[config.mk]
export PLATFORM = sky130hd
export DESIGN_NAME = i2c_transaction_scheduler
export DESIGN_NICKNAME = d
export VERILOG_FILES = /design/src/rtl/i2c_transaction_scheduler.sv
export SDC_FILE = /design/constraint.sdc
export NUM_CORES = 1
export LEC_CHECK = 0
export ABC_AREA = 1
export CAP_MARGIN = 40
export CORE_MARGIN = 8
export CORE_UTILIZATION = 41
export CTS_CLUSTER_DIAMETER = 120
export DETAILED_ROUTE_END_ITERATION = 8
export PLACE_DENSITY = 0.84
export SYNTH_ARGS = -nofsm -noshare
export SYNTH_HDL_FRONTEND = slang
export SYNTH_SLANG_ARGS = --single-unit
export TNS_END_PERCENT = 100
[constraint.sdc]
create_clock -name clock -period 2.5 [get_ports clock]
set_input_delay 0.625 -clock clock [delete_from_list [all_inputs] [get_ports clock]]
set_output_delay 0.625 -clock clock [all_outputs]
set_load 0.02 [all_outputs]
[src/rtl/i2c_transaction_scheduler.sv]
// Two-requester I2C burst scheduler: round-robin arbitration, START/BIT/ACK/STOP sequencing
// and index-counter control. Counter wrap flags come back in through last_bit/msg/trans.
module i2c_transaction_scheduler (
    input  logic       clock,
    input  logic       reset,
    input  logic       bit_tick,
    input  logic [1:0] req,
    input  logic [1:0] msg_lim0,
    input  logic [1:0] msg_lim1,
    input  logic [4:0] trans_lim0,
    input  logic [4:0] trans_lim1,
    input  logic       last_bit,
    input  logic       last_msg,
    input  logic       last_trans,
    input  logic       nack,
    output logic [1:0] grant,
    output logic [1:0] done,
    output logic [1:0] err,
    output logic       inc_bit,
    output logic       inc_msg,
    output logic       inc_trans,
    output logic       cnt_clear,
    output logic [2:0] LIMIT_BIT,
    output logic [1:0] LIMIT_MSG,
    output logic [4:0] LIMIT_TRANS,
    output logic       start_cond,
    output logic       ack_slot,
    output logic       stop_cond,
    output logic       busy
);

    typedef enum logic [2:0] {StIdle, StStart, StBit, StAck, StStop} state_t;

    state_t     state_q;
    logic [1:0] grant_q;
    logic       ptr_q;
    logic       err_flag_q;
    logic [1:0] lim_msg_q;
    logic [4:0] lim_trans_q;
    logic       win;
    logic       stop_tick;

    // Pointer only matters when both request; a lone requester always wins.
    always_comb win = (req == 2'b11) ? ptr_q : req[1];

    always_ff @(posedge clock or negedge reset) begin
        if (!reset) begin
            state_q     <= StIdle;
            grant_q     <= 2'b00;
            ptr_q       <= 1'b0;
            err_flag_q  <= 1'b0;
            lim_msg_q   <= 2'd0;
            lim_trans_q <= 5'd0;
        end else begin
            unique case (state_q)
                StIdle: begin
                    if (req != 2'b00) begin
                        grant_q     <= win ? 2'b10 : 2'b01;
                        ptr_q       <= ~win;
                        lim_msg_q   <= win ? msg_lim1 : msg_lim0;
                        lim_trans_q <= win ? trans_lim1 : trans_lim0;
                        state_q     <= StStart;
                    end
                end
                StStart: begin
                    if (bit_tick) state_q <= StBit;
                end
                StBit: begin
                    if (bit_tick && last_bit) state_q <= StAck;
                end
                StAck: begin
                    if (bit_tick) begin
                        if (nack) begin
                            err_flag_q <= 1'b1;
                            state_q    <= StStop;
                        end else if (last_msg) begin
                            state_q <= last_trans ? StStop : StStart;
                        end else begin
                            state_q <= StBit;
                        end
                    end
                end
                StStop: begin
                    if (bit_tick) begin
                        grant_q    <= 2'b00;
                        err_flag_q <= 1'b0;
                        state_q    <= StIdle;
                    end
                end
                default: state_q <= StIdle;
            endcase
        end
    end

    always_comb begin
        stop_tick = bit_tick && (state_q == StStop);
        inc_bit   = bit_tick && (state_q == StBit);
        inc_msg   = bit_tick && (state_q == StAck) && !nack;
        inc_trans = inc_msg && last_msg;
        // Counters are held cleared for the whole reset as well as at burst end.
        cnt_clear = !reset || stop_tick;
        done      = stop_tick ? grant_q : 2'b00;
        err       = (stop_tick && err_flag_q) ? grant_q : 2'b00;
    end

    assign grant       = grant_q;
    assign LIMIT_BIT   = 3'd7;
    assign LIMIT_MSG   = lim_msg_q;
    assign LIMIT_TRANS = lim_trans_q;
    assign start_cond  = (state_q == StStart);
    assign ack_slot    = (state_q == StAck);
    assign stop_cond   = (state_q == StStop);
    assign busy        = (state_q != StIdle);

endmodule
==> After elaboration in Yosys (flattened, before gate mapping) <==
Cells that the tools add are included.
{ "totals": {"register_bits": 14, "input_bits": 23, "out_inout_bits": 24, "elab_cells": 59} }
{ "op_classes": {"eq_ne": 11, "muxes": 22, "bitwise_logic": 1, "n_reduce_logical": 19} }
{ "ops": {"columns": ["operator", "n"], "rows": [
  ["$mux W3", 8],
  ["$pmux W3 S5", 1],
  ["$mux W2", 6],
  ["$ne A2 B2 Y1 const B", 6],
  ["$logic_and A1 B1 Y1", 7],
  ["$eq A3 B2 Y1 const B", 2],
  ["$reduce_bool A2 Y1", 3],
  ["$mux W5", 1],
  ["$reduce_and A5 Y1", 1],
  ["$mux W1", 4],
  ["$pmux W2 S2", 1],
  ["$reduce_and A4 Y1", 1],
  ["$eq A3 B1 Y1 const B", 1],
  ["$eq A3 B3 Y1 const B", 1],
  ["$logic_not A3 Y1", 1],
  ["$reduce_and A3 Y1", 1],
  ["$reduce_bool A3 Y1", 1],
  ["$eq A2 B2 Y1 const B", 1],
  ["$logic_not A1 Y1", 2],
  ["$pmux W1 S2", 1],
  ["$reduce_and A2 Y1", 1],
  ["$logic_or A1 B1 Y1", 1],
  ["$not A1 Y1", 1]
]} }

==> Depth between registers and ports, before layout <==
{ "logic_depth": {"depth_word": 5, "depth_mapped": 8, "ltp_nobuf": 8} }

==> Worst setup path before layout <==
Ideal clock, no wire load.
{ "synth_path": {"path_type": "flip-flop to output port", "startpoint": "register state_q[1]", "endpoint": "output port err[0]", "arrival_time_ns": 1.485, "t_required_ns": 1.875, "setup_slack_ns": 0.390, "path_stages_with_launch": 7, "path_buffers": 1, "cell_sequence": "dfrtp_1 buf_6 nor2_4 nand2_1 inv_1 nand2_2 nor3_1"} }
{ "synth_via": {"elab_chain_cells": 4} }
{ "synth_lines": {"columns": ["item", "line", "rtl"], "rows": [
  ["start, declared", "34", "state_t state_q;"],
  ["start signal, assigned", "48", "state_q <= StIdle;"],
  ["start signal, assigned", "62", "state_q <= StStart;"],
  ["start signal, assigned", "66", "if (bit_tick) state_q <= StBit;"],
  ["$eq A3 B3 Y1", null, null],
  ["net stop_cond", "28", "output logic stop_cond,"],
  ["$logic_and A1 B1 Y1", "96", "stop_tick = bit_tick && (state_q == StStop);"],
  ["$logic_and A1 B1 Y1", "103", "err = (stop_tick && err_flag_q) ? grant_q : 2'b00;"],
  ["$mux W2", "103", null],
  ["end, declared", "18", "output logic [1:0] err,"]
]} }
The timed path passes the listed nets, and every way through them passes these cells.

==> Final worst setup path <==
{ "layout_path": {"startpoint": "input port bit_tick", "endpoint": "output port inc_trans"} }
{ "layout_via": {"elab_chain_cells": 3} }
{ "layout_lines": {"columns": ["item", "line", "rtl"], "rows": [
  ["start, declared", "6", "input logic bit_tick,"],
  ["$logic_and A1 B1 Y1 (2 in series)", "98", "inc_msg = bit_tick && (state_q == StAck) && !nack;"],
  ["$logic_and A1 B1 Y1", "99", "inc_trans = inc_msg && last_msg;"],
  ["end, declared", "21", "output logic inc_trans,"]
]} }
No other way between the ends.

==> results list <==
- H-tree Lvls: 1
- Per-cell via count in the routed design: 5.031
- Clock insertion delay at the later pin of the skew report: 0.28 ns
- Counting the buffers created by CTS gives 3.
- The synthesized design spends more area on one cell type than any other, namely sky130_fd_sc_hd__dfrtp_1.
- The number of hold-slack violations in the final timing report came to 0.
- After clock tree synthesis, the clock-pin slew on the worst setup and hold paths is 0.08 ns.
- Worst path required time: 1.88 ns
* Iteration count of the initial detailed-routing pass: 4
- Across all layers, the routed design uses 986 vias.
- By area the synthesized netlist is led by sky130_fd_sc_hd__dfrtp_1 40%, sky130_fd_sc_hd__nand3_1 13%, sky130_fd_sc_hd__nand2_1 12%, sky130_fd_sc_hd__nand4_1 5.7%, sky130_fd_sc_hd__nor3_1 3.4%.
- TritonCTS built the clock tree.
- Gates resized, CTS repair: 8
- Based on the critical path, the design can be clocked at up to 414.4 MHz.
- Flop and latch count out of synthesis: 14
- The first global-routing pass estimated 4.436 mm of wire.
- The number of antenna diodes in the final layout is 0.
- STA classifies the critical path endpoint as a primary output.
- Worst-path cell chain: clkdlybuf4s50_1, inv_2, nor3b_1, clkdlybuf4s15_1
- The worst setup path is launched from a primary input.
* Starting utilization of the core area: 44.19%
- Port Buffer Count: 43
- Crit path depth: 4
* Mapped cell area: 875.8 um^2
- Depth of the most critical reg-to-reg path: 7
- Routability-driven placement finished with a final weighted congestion of 0.8640.
- Post-Route WL: 2.615 mm
* Count of nets left with antenna violations after detail routing: 0
- Summed over all failing endpoints, the final setup total negative slack is 0 ns.
* Final nets: 193
* Core ar.: 1982 um^2
- Number of pins exceeding their max-slew limit in the final report: 0
- Clock tree synthesis selected as its root buffer the cell sky130_fd_sc_hd__clkbuf_4.
- The die covers 3871 um^2.
- Post-synthesis cell count: 117
- I/O pins: 47
- End-of-flow core utilization: 70.33%
- The worst path uses 96.52% of the clock period.
* Layout area overhead: 59.14%
* Kind of critical path: in -> out
* Clock tree buffer depth: 2
* Post-route cell area: 1394 um^2
- After detailed routing, the number of remaining DRC violations is 0.
* Setup slack on the worst flop-to-flop path: 1.04 ns
- The number of global-route vias before repair was 988.
- Once placement completed, the tool counted placed cells totaling 192.
- Number of library cell types mapped by synthesis: 22
- Min-Delay Endpoint: LIMIT_TRANS[2]$_DFFE_PN0P_
- In this run the biggest area consumer among cell types represents 40.00% of the synthesized area.
- Post-placement cell area: 1365 um^2
* WL per Instance: 13.34 um
- During synthesis, Yosys emitted a total of 0 warnings.
- Clock skew on the completed layout was measured at 0.01019 ns.
- CP Max Fanout: 5
- The number of antenna violations at the first check in global routing came to 0.
- Number of standard cells in the final layout excluding fillers: 196
- Global-route usage over all layers: 13.68%
- Share of cells above drive strength 1: 13.61%
- The die is 62.22 um tall.
* Layout filler cell count: 155
- Synth Area per Inst: 7.486 um^2
* Total of endpoints with negative setup slack in the final report: 0
* Worst path arrival time: 1.79 ns
- Crit-path max cell delay: 0.54 ns
- Total buffers and inverters traversed by the critical path: 3
- Entering global routing, the biggest net connects 18 pins.
- Clock tree sinks: 14
- For this run, the register share of the synthesized area comes to 40.00%.
- The worst register-to-register path begins at state_q[1]$_DFFE_PN0P_.
* Post CTS Setup Buffer Count: 0
- Worst min-delay path category: reg -> reg
- The completed layout was analyzed and its total power is 0.001491 W.
- Critical-path cell with the highest stage delay: sky130_fd_sc_hd__clkdlybuf4s50_1
- Ratio of total power to cell area: 1070 nW/um^2
- Placement row count: 16
- Peak supply drop: 0.7449 mV
- Setup repair after global routing left no endpoint under its margin.
- Status: finished clean
* Leakage power: 0.6818 nW
- Counting instances, the worst hold path has a depth of 2.
- Largest delay contributor family on the critical path: buffers and inverters
- Die span in x: 62.22 um
- Hold Path Origin: LIMIT_TRANS[2]$_DFFE_PN0P_
* Capture instance of the worst register-to-register path: grant[1]$_DFFE_PN0P_
- Final critical path time including I/O delays and setup: 2.413 ns
- Number of hold buffers added after cts: 0
* Max-capacitance violation count: 0
- Detailed placement ended at an HPWL of 2.154 mm.
* Overflow left after global routing: 0
- Detailed router's first-iteration violation count: 22
## worst max path at each step
stage / from / to / slack [ns]
2_1_floorplan: state_q[1]$_DFFE_PN0P_ / err[0] / 0.39
4_1_cts: bit_tick / inc_trans / 0.07
6_report: bit_tick / inc_trans / 0.09
3_5_place_dp: bit_tick / inc_trans / -0.22
3_3_place_gp: bit_tick / inc_trans / -0.17
5_1_grt: bit_tick / inc_trans / 0.004
## sequential cells by signal, summed over array words and instances (netlist names)
name and flops:
LIMIT_TRANS 5, ptr_q 1, LIMIT_MSG 2, err_flag_q 1, grant 2, state_q 3
## cells in the final DEF (no fill, tap or decap)
cell | synthesis | final
sky130_fd_sc_hd__nor2_4 | 1 | 1
sky130_fd_sc_hd__o22ai_1 | 2 | 2
sky130_fd_sc_hd__o21ai_0 | 1 | 1
sky130_fd_sc_hd__nor3_1 | 6 | 6
sky130_fd_sc_hd__dfrtp_1 | 14 | 13
sky130_fd_sc_hd__clkbuf_8 | 0 | 1
sky130_fd_sc_hd__nand4_1 | 8 | 8
sky130_fd_sc_hd__nor3b_1 | 1 | 1
sky130_fd_sc_hd__clkdlybuf4s50_1 | 0 | 35
sky130_fd_sc_hd__clkbuf_4 | 0 | 3
sky130_fd_sc_hd__nand3_1 | 23 | 23
sky130_fd_sc_hd__conb_1 | 1 | 3
sky130_fd_sc_hd__nand2_1 | 27 | 27
sky130_fd_sc_hd__nand2_2 | 1 | 1
sky130_fd_sc_hd__dfrtp_2 | 0 | 1
sky130_fd_sc_hd__clkdlybuf4s15_1 | 0 | 1
sky130_fd_sc_hd__o21ai_1 | 2 | 2
sky130_fd_sc_hd__nor2_2 | 2 | 2
sky130_fd_sc_hd__nor2_8 | 1 | 1
sky130_fd_sc_hd__buf_4 | 3 | 9
sky130_fd_sc_hd__a21boi_0 | 1 | 1
sky130_fd_sc_hd__dlygate4sd2_1 | 0 | 7
sky130_fd_sc_hd__nor2_1 | 8 | 8
sky130_fd_sc_hd__inv_2 | 3 | 3
sky130_fd_sc_hd__nand2_4 | 1 | 1
sky130_fd_sc_hd__inv_1 | 8 | 8
## per-layer routing
metal	GRT usage [%]	part of all wire (%)	vias to the layer above
li1	-	-	493
met1	14.08	38	457
met2	25.23	54	34
met3	5.018	6.5	2
met4	3.499	0.99	0
met5	0	0	-
## per-stage QoR
step | setup slack [ns] | hold slack (ns)
5_1_grt | 0.003645 | 0.5285
6_report | 0.08709 | 0.5054
2_1_floorplan | 0.3899 | 0.3294
3_5_place_dp | -0.2234 | 0.4882
4_1_cts | 0.06689 | 0.5097
3_3_place_gp | -0.1747 | 0.4813
## area by class of cell
type / count / area (um^2) / area share, %
Tap cell: 27 / 33.78 / 2.424
Sequential cell: 14 / 351.6 / 25.22
Multi-Input combinational cell: 88 / 441.7 / 31.69
Inverter: 11 / 41.29 / 2.962
Timing Repair Buffer: 52 / 489.2 / 35.10
Clock buffer: 4 / 36.28 / 2.603
## synthesized netlist by cell type
library cell	count
sky130_fd_sc_hd__nor3b_1	1
sky130_fd_sc_hd__buf_4	3
sky130_fd_sc_hd__dfrtp_1	14
sky130_fd_sc_hd__nand2_1	27
sky130_fd_sc_hd__nor2_2	2
sky130_fd_sc_hd__inv_2	3
sky130_fd_sc_hd__nand3_1	23
sky130_fd_sc_hd__inv_1	8
sky130_fd_sc_hd__nor2_8	1
sky130_fd_sc_hd__o21ai_0	1
sky130_fd_sc_hd__a21boi_0	1
sky130_fd_sc_hd__nor2_4	1
sky130_fd_sc_hd__buf_6	2
sky130_fd_sc_hd__conb_1	1
sky130_fd_sc_hd__nor3_1	6
sky130_fd_sc_hd__buf_2	1
sky130_fd_sc_hd__o22ai_1	2
sky130_fd_sc_hd__nand2_2	1
sky130_fd_sc_hd__nor2_1	8
sky130_fd_sc_hd__o21ai_1	2
sky130_fd_sc_hd__nand4_1	8
sky130_fd_sc_hd__nand2_4	1
## cells by family (layout without fill, tap and decap cells)
kind of cell,Yosys count,count (layout),share of synthesized area [%]
flops,14,14,40.00
other cells,1,3,0.4282
compound gates,6,6,4.000
simple gates,79,79,45.14
buf+inv,17,67,10.43
## where the power goes
| part | switching (W) | internal, W | leakage, nW |
|---|---|---|---|
| sequential | 0.0000886 | 0.000335 | 0.170 |
| combinational | 0.000515 | 0.000388 | 0.491 |
| clock | 0.0000751 | 0.0000886 | 0.0210 |
## worst reg2reg max path: cells and delay by family, from the launching register on
kind | cells | cell delay [ns]
buffers and inverters | 2 | 0.28
flip-flops | 1 | 0.48
AO/OA/AOI/OAI | 1 | 0.07
AND/OR/NAND/NOR | 4 | 0.51
Power figures use the tool's default switching activity.
